### config.mk
export PLATFORM = sky130hd
export DESIGN_NAME = pc_sequencer
export DESIGN_NICKNAME = d
export VERILOG_FILES = /design/src/rtl/pc_sequencer.sv
export SDC_FILE = /design/constraint.sdc
export NUM_CORES = 1
export LEC_CHECK = 0
export ABC_CLOCK_PERIOD_IN_PS = 3770
export BUFFER_PORTS_ARGS = -buffer_cell sky130_fd_sc_hd__buf_2
export CORE_AREA = 4 4 93 95
export CTS_BUF_LIST = sky130_fd_sc_hd__clkbuf_4
export CTS_CLUSTER_SIZE = 40
export DETAILED_ROUTE_END_ITERATION = 6
export DIE_AREA = 0 0 97 99
export PLACE_DENSITY = 0.83
export RECOVER_POWER = 100
export SYNTH_ARGS = -nofsm -noshare
export SYNTH_HDL_FRONTEND = slang
export SYNTH_SLANG_ARGS = --single-unit
export TNS_END_PERCENT = 50
### constraint.sdc
create_clock -name clk -period 3.77 [get_ports clk]
set_clock_uncertainty 0.05 [all_clocks]
set_input_delay 0.377 -clock clk [delete_from_list [all_inputs] [get_ports clk]]
set_output_delay 0.377 -clock clk [all_outputs]
set_load 0.02 [all_outputs]
### src/rtl/pc_sequencer.sv
// Fetch-stage PC sequencer: computes, validates and commits the next PC, with RUN/HALT (or TRAP) fault handling.
// Latency: one cycle from candidate select to pc. Backpressure: stall holds pc and fault state, HALT holds until restart.
// Optional trap redirect (one TRAP cycle at TRAP_VECTOR instead of HALT) is compiled in with PC_TRAP_REDIRECT_EN.
module pc_sequencer #(
    parameter int unsigned           XLEN         = 32,
    parameter logic [XLEN-1:0]       RESET_VECTOR = 32'h0100_0000,
    parameter logic [XLEN-1:0]       IMEM_BASE    = 32'h0100_0000,
    parameter logic [XLEN-1:0]       IMEM_LIMIT   = 32'h0100_0FFC,
    parameter int unsigned           INC          = 4,
    parameter int unsigned           ALIGN_BITS   = 2,
    parameter logic [XLEN-1:0]       TRAP_VECTOR  = 32'h0100_0F00,
    parameter int unsigned           CNT_W        = 8
) (
    input  logic             clk,
    input  logic             rst,
    input  logic             stall,
    input  logic             restart,
    input  logic [1:0]       pc_sel,
    input  logic [XLEN-1:0]  target,
    output logic [XLEN-1:0]  pc,
    output logic             pc_valid,
    output logic             halt,
    output logic             fault,
    output logic [1:0]       fault_cause,
    output logic [XLEN-1:0]  fault_addr,
    output logic [CNT_W-1:0] fault_count
);

    localparam logic [XLEN-1:0] INC_X      = XLEN'(INC);
    localparam logic [XLEN-1:0] ALIGN_MASK = XLEN'((64'd1 << ALIGN_BITS) - 64'd1);

    localparam logic [1:0] CAUSE_NONE  = 2'b00;
    localparam logic [1:0] CAUSE_ALIGN = 2'b01;
    localparam logic [1:0] CAUSE_RANGE = 2'b10;
    localparam logic [1:0] CAUSE_SEL   = 2'b11;

`ifdef PC_TRAP_REDIRECT_EN
    typedef enum logic [1:0] {S_RUN, S_HALT, S_TRAP} state_t;
`else
    typedef enum logic [1:0] {S_RUN, S_HALT} state_t;
`endif

    state_t          state;
    logic [XLEN-1:0] cand;
    logic [1:0]      cand_cause;
    logic            cand_bad;

    // For an illegal select the candidate is the current pc so it lands in fault_addr.
    always_comb begin
        cand       = pc;
        cand_cause = CAUSE_NONE;
        case (pc_sel)
            2'b00:   cand = target;
            2'b01:   cand = pc + INC_X;
            2'b10:   cand = RESET_VECTOR;
            default: cand = pc;
        endcase
        if (pc_sel == 2'b11) begin
            cand_cause = CAUSE_SEL;
        end else if ((cand & ALIGN_MASK) != '0) begin
            cand_cause = CAUSE_ALIGN;
        end else if ((cand < IMEM_BASE) || (cand > IMEM_LIMIT)) begin
            cand_cause = CAUSE_RANGE;
        end
        cand_bad = (cand_cause != CAUSE_NONE);
    end

    always_ff @(posedge clk or posedge rst) begin
        if (rst) begin
            state       <= S_RUN;
            pc          <= RESET_VECTOR;
            pc_valid    <= 1'b1;
            halt        <= 1'b0;
            fault       <= 1'b0;
            fault_cause <= CAUSE_NONE;
            fault_addr  <= '0;
            fault_count <= '0;
        end else begin
            fault <= 1'b0;
            case (state)
                S_RUN: begin
                    if (restart) begin
                        pc          <= RESET_VECTOR;
                        pc_valid    <= 1'b1;
                        halt        <= 1'b0;
                        fault_cause <= CAUSE_NONE;
                    end else if (stall) begin
                        pc <= pc;
                    end else if (!cand_bad) begin
                        pc <= cand;
                    end else begin
                        fault       <= 1'b1;
                        fault_cause <= cand_cause;
                        fault_addr  <= cand;
                        pc_valid    <= 1'b0;
                        if (fault_count != '1) begin
                            fault_count <= fault_count + 1'b1;
                        end
`ifdef PC_TRAP_REDIRECT_EN
                        state <= S_TRAP;
                        pc    <= TRAP_VECTOR;
`else
                        state <= S_HALT;
                        halt  <= 1'b1;
`endif
                    end
                end
                S_HALT: begin
                    if (restart) begin
                        state       <= S_RUN;
                        pc          <= RESET_VECTOR;
                        pc_valid    <= 1'b1;
                        halt        <= 1'b0;
                        fault_cause <= CAUSE_NONE;
                    end
                end
`ifdef PC_TRAP_REDIRECT_EN
                // The redirect cannot be stalled; only restart overrides it.
                S_TRAP: begin
                    state    <= S_RUN;
                    pc_valid <= 1'b1;
                    if (restart) begin
                        pc          <= RESET_VECTOR;
                        fault_cause <= CAUSE_NONE;
                    end
                end
`endif
                default: begin
                    state <= S_RUN;
                end
            endcase
        end
    end

endmodule
# Yosys cells after proc, flatten, opt, wreduce, memory -nomap -nowiden
# Index checks and enable logic that the tools add are counted.
# word_totals
latchBits,0
n_memories,0
rom_bits,0
ram_bits,0
reg_bits,79
output_inout_bits,77
inputBits,38
elab_cells,69
# classes
shift,0
div,0
n_eq_ne,12
mux,32
magnitude_cmp,2
multipliers,0
bitwise,2
add_sub_neg,2
n_reduce_logical,11
# op_table
operator,count
2-to-1 mux 32 bit,4
case mux 32 bit (3 select lines),1
case mux 32 bit (2 select lines),1
"adder 32 x 3 -> 32 bit, second input constant",1
"greater-than comparator 32 x 25 -> 1 bit, second input constant",1
"less-than comparator 32 x 25 -> 1 bit, second input constant",1
nonzero test 32 bit,1
2-to-1 mux 2 bit,10
AND reduction 4 bit,4
2-to-1 mux 1 bit,12
"inequality test 3 bit, second input constant",3
"adder 8 x 1 -> 8 bit, second input constant",1
"inequality test 2 bit, second input constant",4
"inequality test 8 bit, second input constant",1
case mux 2 bit (2 select lines),2
AND reduction 5 bit,1
"== test 2 x 1 -> 1 bit, second input constant",2
"== test 2 bit, second input constant",2
zero test 2 bit,2
case mux 1 bit (2 select lines),2
nonzero test 2 bit,2
NOT 1 bit,2
logical OR 1 bit,1

# Depth between registers and ports, before layout
# Gate-level depths: netlist of the first run.
# logic_depth
word_depth,12
ltp_mapped,12
ltp_nobuf,10

# Least setup slack after synthesis of the first run
# No wires, ideal clock.
# synth_timing
path_type,register to register
startpoint,register pc[10]
endpoint,register fault_addr[26]
setup_time_ns,0.128
n_path_buf,2
arrival_time_ns,3.104
slack_ns,0.489
t_required_ns,3.592
synth_period_minus_slack_ns,3.281
stages_incl_launch_ff,11
path_cell_list,dfrtp_1 -> nand4_4 -> or3_1 -> buf_6 -> nor3_1 -> xor2_1 -> a221o_1 -> nor4_4 -> a21oi_1 -> buf_2 -> mux2_1
# synth_between
elab_chain_cells,9
elab_cells_between_ends,10
classes_between,1 x add/sub; 2 x order compare; 4 x mux; 3 x reduce/logical
# synth_lines
element,line_no,source
from (decl),20,"output logic [XLEN-1:0] pc,"
from (signal assigned),88,pc <= pc;
from (signal assigned),90,pc <= cand;
adder 32 x 3 -> 32 bit,54,2'b01: cand = pc + INC_X;
case mux 32 bit (3 select lines) (*),52,case (pc_sel)
less-than comparator 32 x 25 -> 1 bit or greater-than comparator 32 x 25 -> 1 bit (tied branches),62,end else if ((cand < IMEM_BASE) || (cand > IMEM_LIMIT)) begin
logical OR 1 bit,62,
2-to-1 mux 2 bit,62,
2-to-1 mux 2 bit,60,end else if ((cand & ALIGN_MASK) != '0) begin
2-to-1 mux 2 bit,58,if (pc_sel == 2'b11) begin
nonzero test 2 bit,65,cand_bad = (cand_cause != CAUSE_NONE);
AND reduction 4 bit (no source line),-,
to (signal assigned),94,fault_addr <= cand;
to (decl),25,"output logic [XLEN-1:0] fault_addr,"
# Every way passes the cells marked *; elsewhere a longest branch is shown, timed or not.
# A chain may end at the register's enable or synchronous reset.

# Worst setup path in the final report of the first run
# layout_timing
startpoint,register pc[11]
endpoint,register fault_addr[3]
# layout_between
elab_chain_cells,9
elab_cells_between_ends,10
classes_between,1 x add/sub; 2 x order compare; 4 x mux; 3 x reduce/logical
# layout_lines
element,line_no
adder 32 x 3 -> 32 bit,54
case mux 32 bit (3 select lines) (*),52
less-than comparator 32 x 25 -> 1 bit or greater-than comparator 32 x 25 -> 1 bit (tied branches),62
logical OR 1 bit (*),62
2-to-1 mux 2 bit (*),62
2-to-1 mux 2 bit (*),60
2-to-1 mux 2 bit (*),58
nonzero test 2 bit (*),65
AND reduction 4 bit (no source line) (*),-
# Marked as above.

==> flow_summary.json, run 1 <==
{
  "outcome": "complete, but fails checks",
  "violations": "capacitance limit, slew limit",
  "syn_area_um2": 4140,
  "cts_sinks": 78,
  "initial_core_util": 0.535,
  "wl_per_cell_um": 18.6,
  "synthDistinctLibCells": 59,
  "rows": 32,
  "final-hold-violation-count": 0,
  "worst_slew_pin_slew_ps": 1790,
  "fillCellCount": 721,
  "p_leak_nw": 2.12,
  "holdBufCountCts": 0,
  "via_count": 3999,
  "clock_latency_ps": 440,
  "irDropWorstVdd_v": 0.000225,
  "via_per_inst": 6.08,
  "io-pin-count": 115,
  "first_global_vias": 3923,
  "syn-mean-instance-area_um2": 9.55,
  "crit_type": "register to register",
  "routed_wl_um": 12200,
  "die_h_um": 99,
  "ys.flop_type": "dfrtp_1",
  "fmax_mhz": 279,
  "synth_fa_ha_area_frac": 0.00605,
  "synthSimpleGateAreaFrac": 0.252,
  "gr-total-overflow": 0,
  "setup_viol": 0,
  "grt_pass1_wl_um": 19900,
  "drive_gt1_frac": 0.156,
  "final-max-slew-violation-count": 48,
  "muxShareOfSynthArea": 0.0284,
  "cp-end-kind": "register",
  "area_delta_synth_final_pct": 20.7,
  "ys_warn_count": 0,
  "multi_input_area_um2": 2050,
  "cts_buffer_depth": 2,
  "drv_cap": 1,
  "track_usage": 0.255,
  "synth_xor_area_frac": 0.0445,
  "portBuffers": 114,
  "fin_nets": 591,
  "grt_max_degree": 48,
  "coreArea_um2": 7730,
  "arrival_ps": 3870,
  "cts_tree": "done",
  "grt_setup_unrepaired": "no",
  "hpwl_um": 8910,
  "worstSetupStartpointType": "register",
  "synth_compound_area_frac": 0.160,
  "min_period_over_period": 0.950,
  "seq_area_um2": 1950,
  "route.detailed.drc": 0,
  "finalCriticalPeriod_ps": 3580,
  "grt_antenna_before_repair": 0,
  "dieArea_um2": 9600,
  "cts.htree.levels": 3,
  "drtPass1Iterations": 5,
  "required_ps": 4060,
  "post_dp_cell_area_um2": 4880,
  "relSlewSlack": -0.195,
  "seq_area_frac_synth": 0.473,
  "powerDensity_nw_per_um2": 448,
  "num_antenna_cells": 0,
  "min_path_type": "input pin to register",
  "cts_inserted_buffers": 9,
  "synth_top_family_by_area": "simple AND/OR/NAND/NOR gates",
  "synth_cells": 433,
  "totalPowerFinal_w": 0.00224,
  "crit_fanout": 27,
  "synth-edff-count": 0,
  "ys_ff_latch": 78,
  "drt_iter0_markers": 244,
  "clockRootBuffer": "clkbuf_4",
  "place_congestion": 0.972,
  "die_x_um": 97,
  "async_flop_share": 1.00,
  "ant_nets": 0,
  "syn-num-nets": 473,
  "final_cell_area_um2": 4990,
  "fin_util": 0.646,
  "cts.clk_slew.worst_paths_ps": 140
}
==> stage by stage <==
stage | cells | hold slack, ps | TNS, ps | setup WS (ps)
CTS | 657 | 137 | 0 | 86.6
detailed placement | 641 | 428 | -24.1 | -9.99
finish | 658 | 146 | 0 | 187
global placement | 641 | 422 | 0 | 203
floorplan | 433 | 477 | 0 | 489
global route | 658 | 131 | 0 | 63.2
==> worst max-delay path, cell delays in order, from the launching register on <==
cell and delay, ps:
dfrtp_1 520, nand4_4 180, or3_1 560, buf_4 230, nor3_1 350, nor3_1 90, a311oi_1 400, nor4_4 90
buf_4 190, a21oi_4 160, buf_4 310, mux2_1 350
==> sequential cells by signal, summed over array words and instances, names as in the netlist <==
name,count
halt,1
pc_valid,1
fault,1
state,1
fault_count,8
fault_addr,32
pc,32
fault_cause,2
==> report_power, final <==
group	switching, W	leakage [nW]	total [W]	internal [W]
clock network	0.000311	0.112	0.000718	0.000407
logic	0.000336	1.01	0.000497	0.000162
registers	0.0000806	1.00	0.00102	0.000941
total	0.000727	2.12	0.00224	0.00151
==> routing by layer <==
metal	global-route usage	routed length, um	vias to the layer above
li1	-	-	1828
met1	0.341	5080	1940
met2	0.408	5730	200
met3	0.0637	1190	31
met4	0.0875	237	0
met5	0	0	-
==> cells by family (layout without fill, tap and decap cells) <==
group	Yosys count	count (layout)
adder cells (fa/ha/maj)	2	2
flip-flops	78	78
buffers and inverters	35	158
XOR/XNOR	21	21
AND/OR/NAND/NOR	184	184
AO/OA/AOI/OAI	102	102
multiplexers	11	11
==> layout make-up <==
type | instances | share of cell area
clock inverters | 7 | 0.0291
multi-input cells | 320 | 0.410
flip-flops and latches | 78 | 0.392
inverters | 9 | 0.00677
repair buffers | 133 | 0.123
clock buffers | 9 | 0.0135
well taps | 102 | 0.0256
==> synthesized netlist by cell type, drive strengths merged, types with 2 or more instances <==
cell,instances,area [um2]
or4,6,45.0
nand2b,6,37.5
a21oi,41,205
o31a,4,35.0
a311oi,2,17.5
ha,2,25.0
a211oi,5,42.5
a22oi,15,113
clkbuf,17,63.8
o41ai,2,17.5
nor4,14,133
nand2,27,109
dfrtp,76,1900
xor2,9,78.8
nor2b,3,18.8
nand4,16,115
nand3,13,65.1
mux2,6,67.6
a31oi,7,43.8
buf,9,55.1
inv,8,30.0
xnor2,12,105
and4,2,17.5
and2,21,131
dfstp,2,52.6
nor2,46,173
mux2i,5,50.1
or3,4,25.0
nor3,10,50.1
nor3b,3,22.5
and3,6,37.5
o32ai,2,17.5
o31ai,2,15.0
o21ai,11,55.1
nand4b,3,26.3
==> cell usage in the layout, fill, tap and decap left out, drive strengths merged, types with 3 or more instances in the layout <==
cell type	instances
or3	4
and3	6
nand2	27
buf	54
a21oi	41
a22oi	15
nand4	16
o31a	4
mux2	6
inv	9
a211oi	5
or4	6
o21ai	11
mux2i	5
nor3	10
nand4b	3
and2	21
bufinv	4
dfrtp	76
a31oi	7
clkinv	3
xor2	9
nor4	14
clkbuf	88
nand3	13
nand2b	6
xnor2	12
nor3b	3
nor2b	3
nor2	46
==> what timing repair did <==
| action | in CTS | in global routing |
|---|---|---|
| gates resized for setup | 1 | 1 |
| setup endpoints to repair | 19 | 25 |
| setup buffers | 0 | 1 |
| pin swaps | 0 | 1 |
==> path summary, 6_finish.rpt <==
kind	startpoint	end	slack (ps)	cells after the start
max in group asynchronous	rst	fault_addr[17]	1600	3
worst max register to register	pc[11]	fault_addr[3]	190	11
min in group asynchronous	rst	fault_addr[13]	440	2
worst min-delay path	target[18]	fault_addr[18]	150	3
worst max-delay path	pc[11]	fault_addr[3]	190	11
worst min register to register	fault_addr[26]	fault_addr[26]	460	1
Note: power is estimated with default switching activity, not from simulation.
==> run 2, diff against run 1 <==
- CELL_PAD_IN_SITES_DETAIL_PLACEMENT: not set -> 0
- CELL_PAD_IN_SITES_GLOBAL_PLACEMENT: not set -> 1
- CORE_AREA: 4 4 93 95 -> 4 4 106 108
- DIE_AREA: 0 0 97 99 -> 0 0 110 112
==> flow_summary.json, run 2 (synthesized netlist as in run 1, its figures left out) <==
{
  "ant_nets": 0,
  "cts_inserted_buffers": 9,
  "worstSetupStartpointType": "register",
  "irDropWorstVdd_v": 0.000202,
  "final_cell_mix": "clkbuf_1, dfrtp_1, nor2_1, a21oi_1, buf_2",
  "cp-end-kind": "register",
  "num_antenna_cells": 0,
  "coreArea_um2": 10200,
  "die_h_um": 112,
  "drv_cap": 1,
  "clockRootBuffer": "clkbuf_4",
  "final_cell_area_um2": 4970,
  "first_global_vias": 3839,
  "via_per_inst": 5.62,
  "tns_ps": 0,
  "powerDensity_nw_per_um2": 403,
  "relSlewSlack": -0.00142,
  "cts_setup_buffers": 0,
  "gr-total-overflow": 0,
  "initial_core_util": 0.404,
  "track_usage": 0.218,
  "instances_no_fill": 697,
  "drive_gt1_frac": 0.162,
  "fillCellCount": 1051,
  "reg_top3": "fault_addr (32), pc (32), fault_count (8)",
  "min_period_over_period": 0.915,
  "outcome": "complete, but fails checks",
  "worstPathCellList": "and3_1 > nand2_1 > a32o_1 > a311oi_1 > nand4_1 > nor4_4 > a21oi_1 > clkbuf_2 > and2_0",
  "worst_slew_pin_slew_ps": 1500,
  "die_x_um": 110,
  "rows": 37,
  "rr_worst_depth": 9,
  "cts.clk_slew.worst_paths_ps": 140,
  "final-hold-violation-count": 0,
  "violations": "capacitance limit, slew limit",
  "crit_type": "register to register",
  "place_congestion": 0.882,
  "grt_antenna_before_repair": 0,
  "required_ps": 4050,
  "via_count": 3917,
  "grt_pass1_wl_um": 21000,
  "arrival_ps": 3730,
  "drtPass1Iterations": 4,
  "post_dp_cell_area_um2": 4950,
  "cts.htree.levels": 3,
  "hpwl_um": 9810,
  "portBuffers": 114,
  "wl_per_cell_um": 18.7,
  "routed_wl_um": 13000,
  "grt_max_degree": 40,
  "final-max-slew-violation-count": 27,
  "io-pin-count": 115,
  "clock_latency_ps": 450,
  "fin_nets": 596,
  "grt_setup_unrepaired": "no",
  "cts_sinks": 78,
  "crit_fanout": 18,
  "fmax_mhz": 290,
  "p_leak_nw": 2.09,
  "route.detailed.drc": 0,
  "dieArea_um2": 12300,
  "final_common_cell": "clkbuf_1",
  "drt_iter0_markers": 228,
  "min_path_type": "input pin to register",
  "cts_buffer_depth": 2,
  "max_stage_delay_ps": 530,
  "finalCriticalPeriod_ps": 3450,
  "cp_slowest_cell": "dfrtp_1",
  "placed_cells": 681,
  "hold_depth": 3,
  "cts_tree": "done",
  "setup_viol": 0,
  "area_delta_synth_final_pct": 20.2
}
run 2: cell count changes in the layout (fill, tap and decap cells not counted), sizes merged:
cell | previous run | this run
clkbuf | 88 | 91
inv | 9 | 10
bufinv | 4 | 0
clkinvlp | 0 | 3
buf | 54 | 56
run 2: through the flow:
step	total power, W	setup slack, ps	hold WS (ps)	util
2_1_floorplan	0.00135	489	477	-
3_3_place_gp	0.00156	272	418	0.484
3_5_place_dp	0.00157	225	433	0.484
4_1_cts	0.00206	175	32.6	0.496
5_1_grt	0.00213	70.3	148	0.486
6_report	0.00200	321	133	0.486
run 2: path summary, 6_finish.rpt:
kind,slack [ps],end,start
max in group asynchronous,1340,pc[17],rst
min in group asynchronous,280,fault_count[5],rst
min,130,fault_addr[20],target[20]
max reg2reg,320,pc[14],pc[4]
min reg2reg,460,fault_count[5],fault_count[5]
max,320,pc[14],pc[4]
run 2: cell type report:
class | count | area, um2 | area share
multi-input cells | 320 | 2050 | 0.413
flip-flops and latches | 78 | 1950 | 0.393
repair buffers | 138 | 636 | 0.128
well taps | 136 | 170 | 0.0342
clock buffers | 9 | 67.6 | 0.0136
clock inverters | 7 | 57.6 | 0.0116
inverters | 9 | 33.8 | 0.00680
run 2: power breakdown:
part	switching [W]	internal [W]
combinational	0.000336	0.000161
sequential	0.0000812	0.000941
clock	0.000345	0.000142
total	0.000762	0.00124
run 2: worst max-delay path, delay by kind of cell, from the launching register on:
kind            cells  cell delay, ps
flops               1             530
buf+inv             1             270
compound gates      3             910
simple gates        5            1570
run 2: what timing repair did:
action,4_1_cts,5_1_grt
setup endpoints to repair,0,30
resized for setup,0,2
hold buffers,0,0
run 2: metal layers:
layer,global-route usage,vias up,share of wire
li1,-,1827,-
met1,0.297,1909,0.43
met2,0.343,157,0.46
met3,0.0533,24,0.091
met4,0.0648,0,0.019
met5,0,-,0
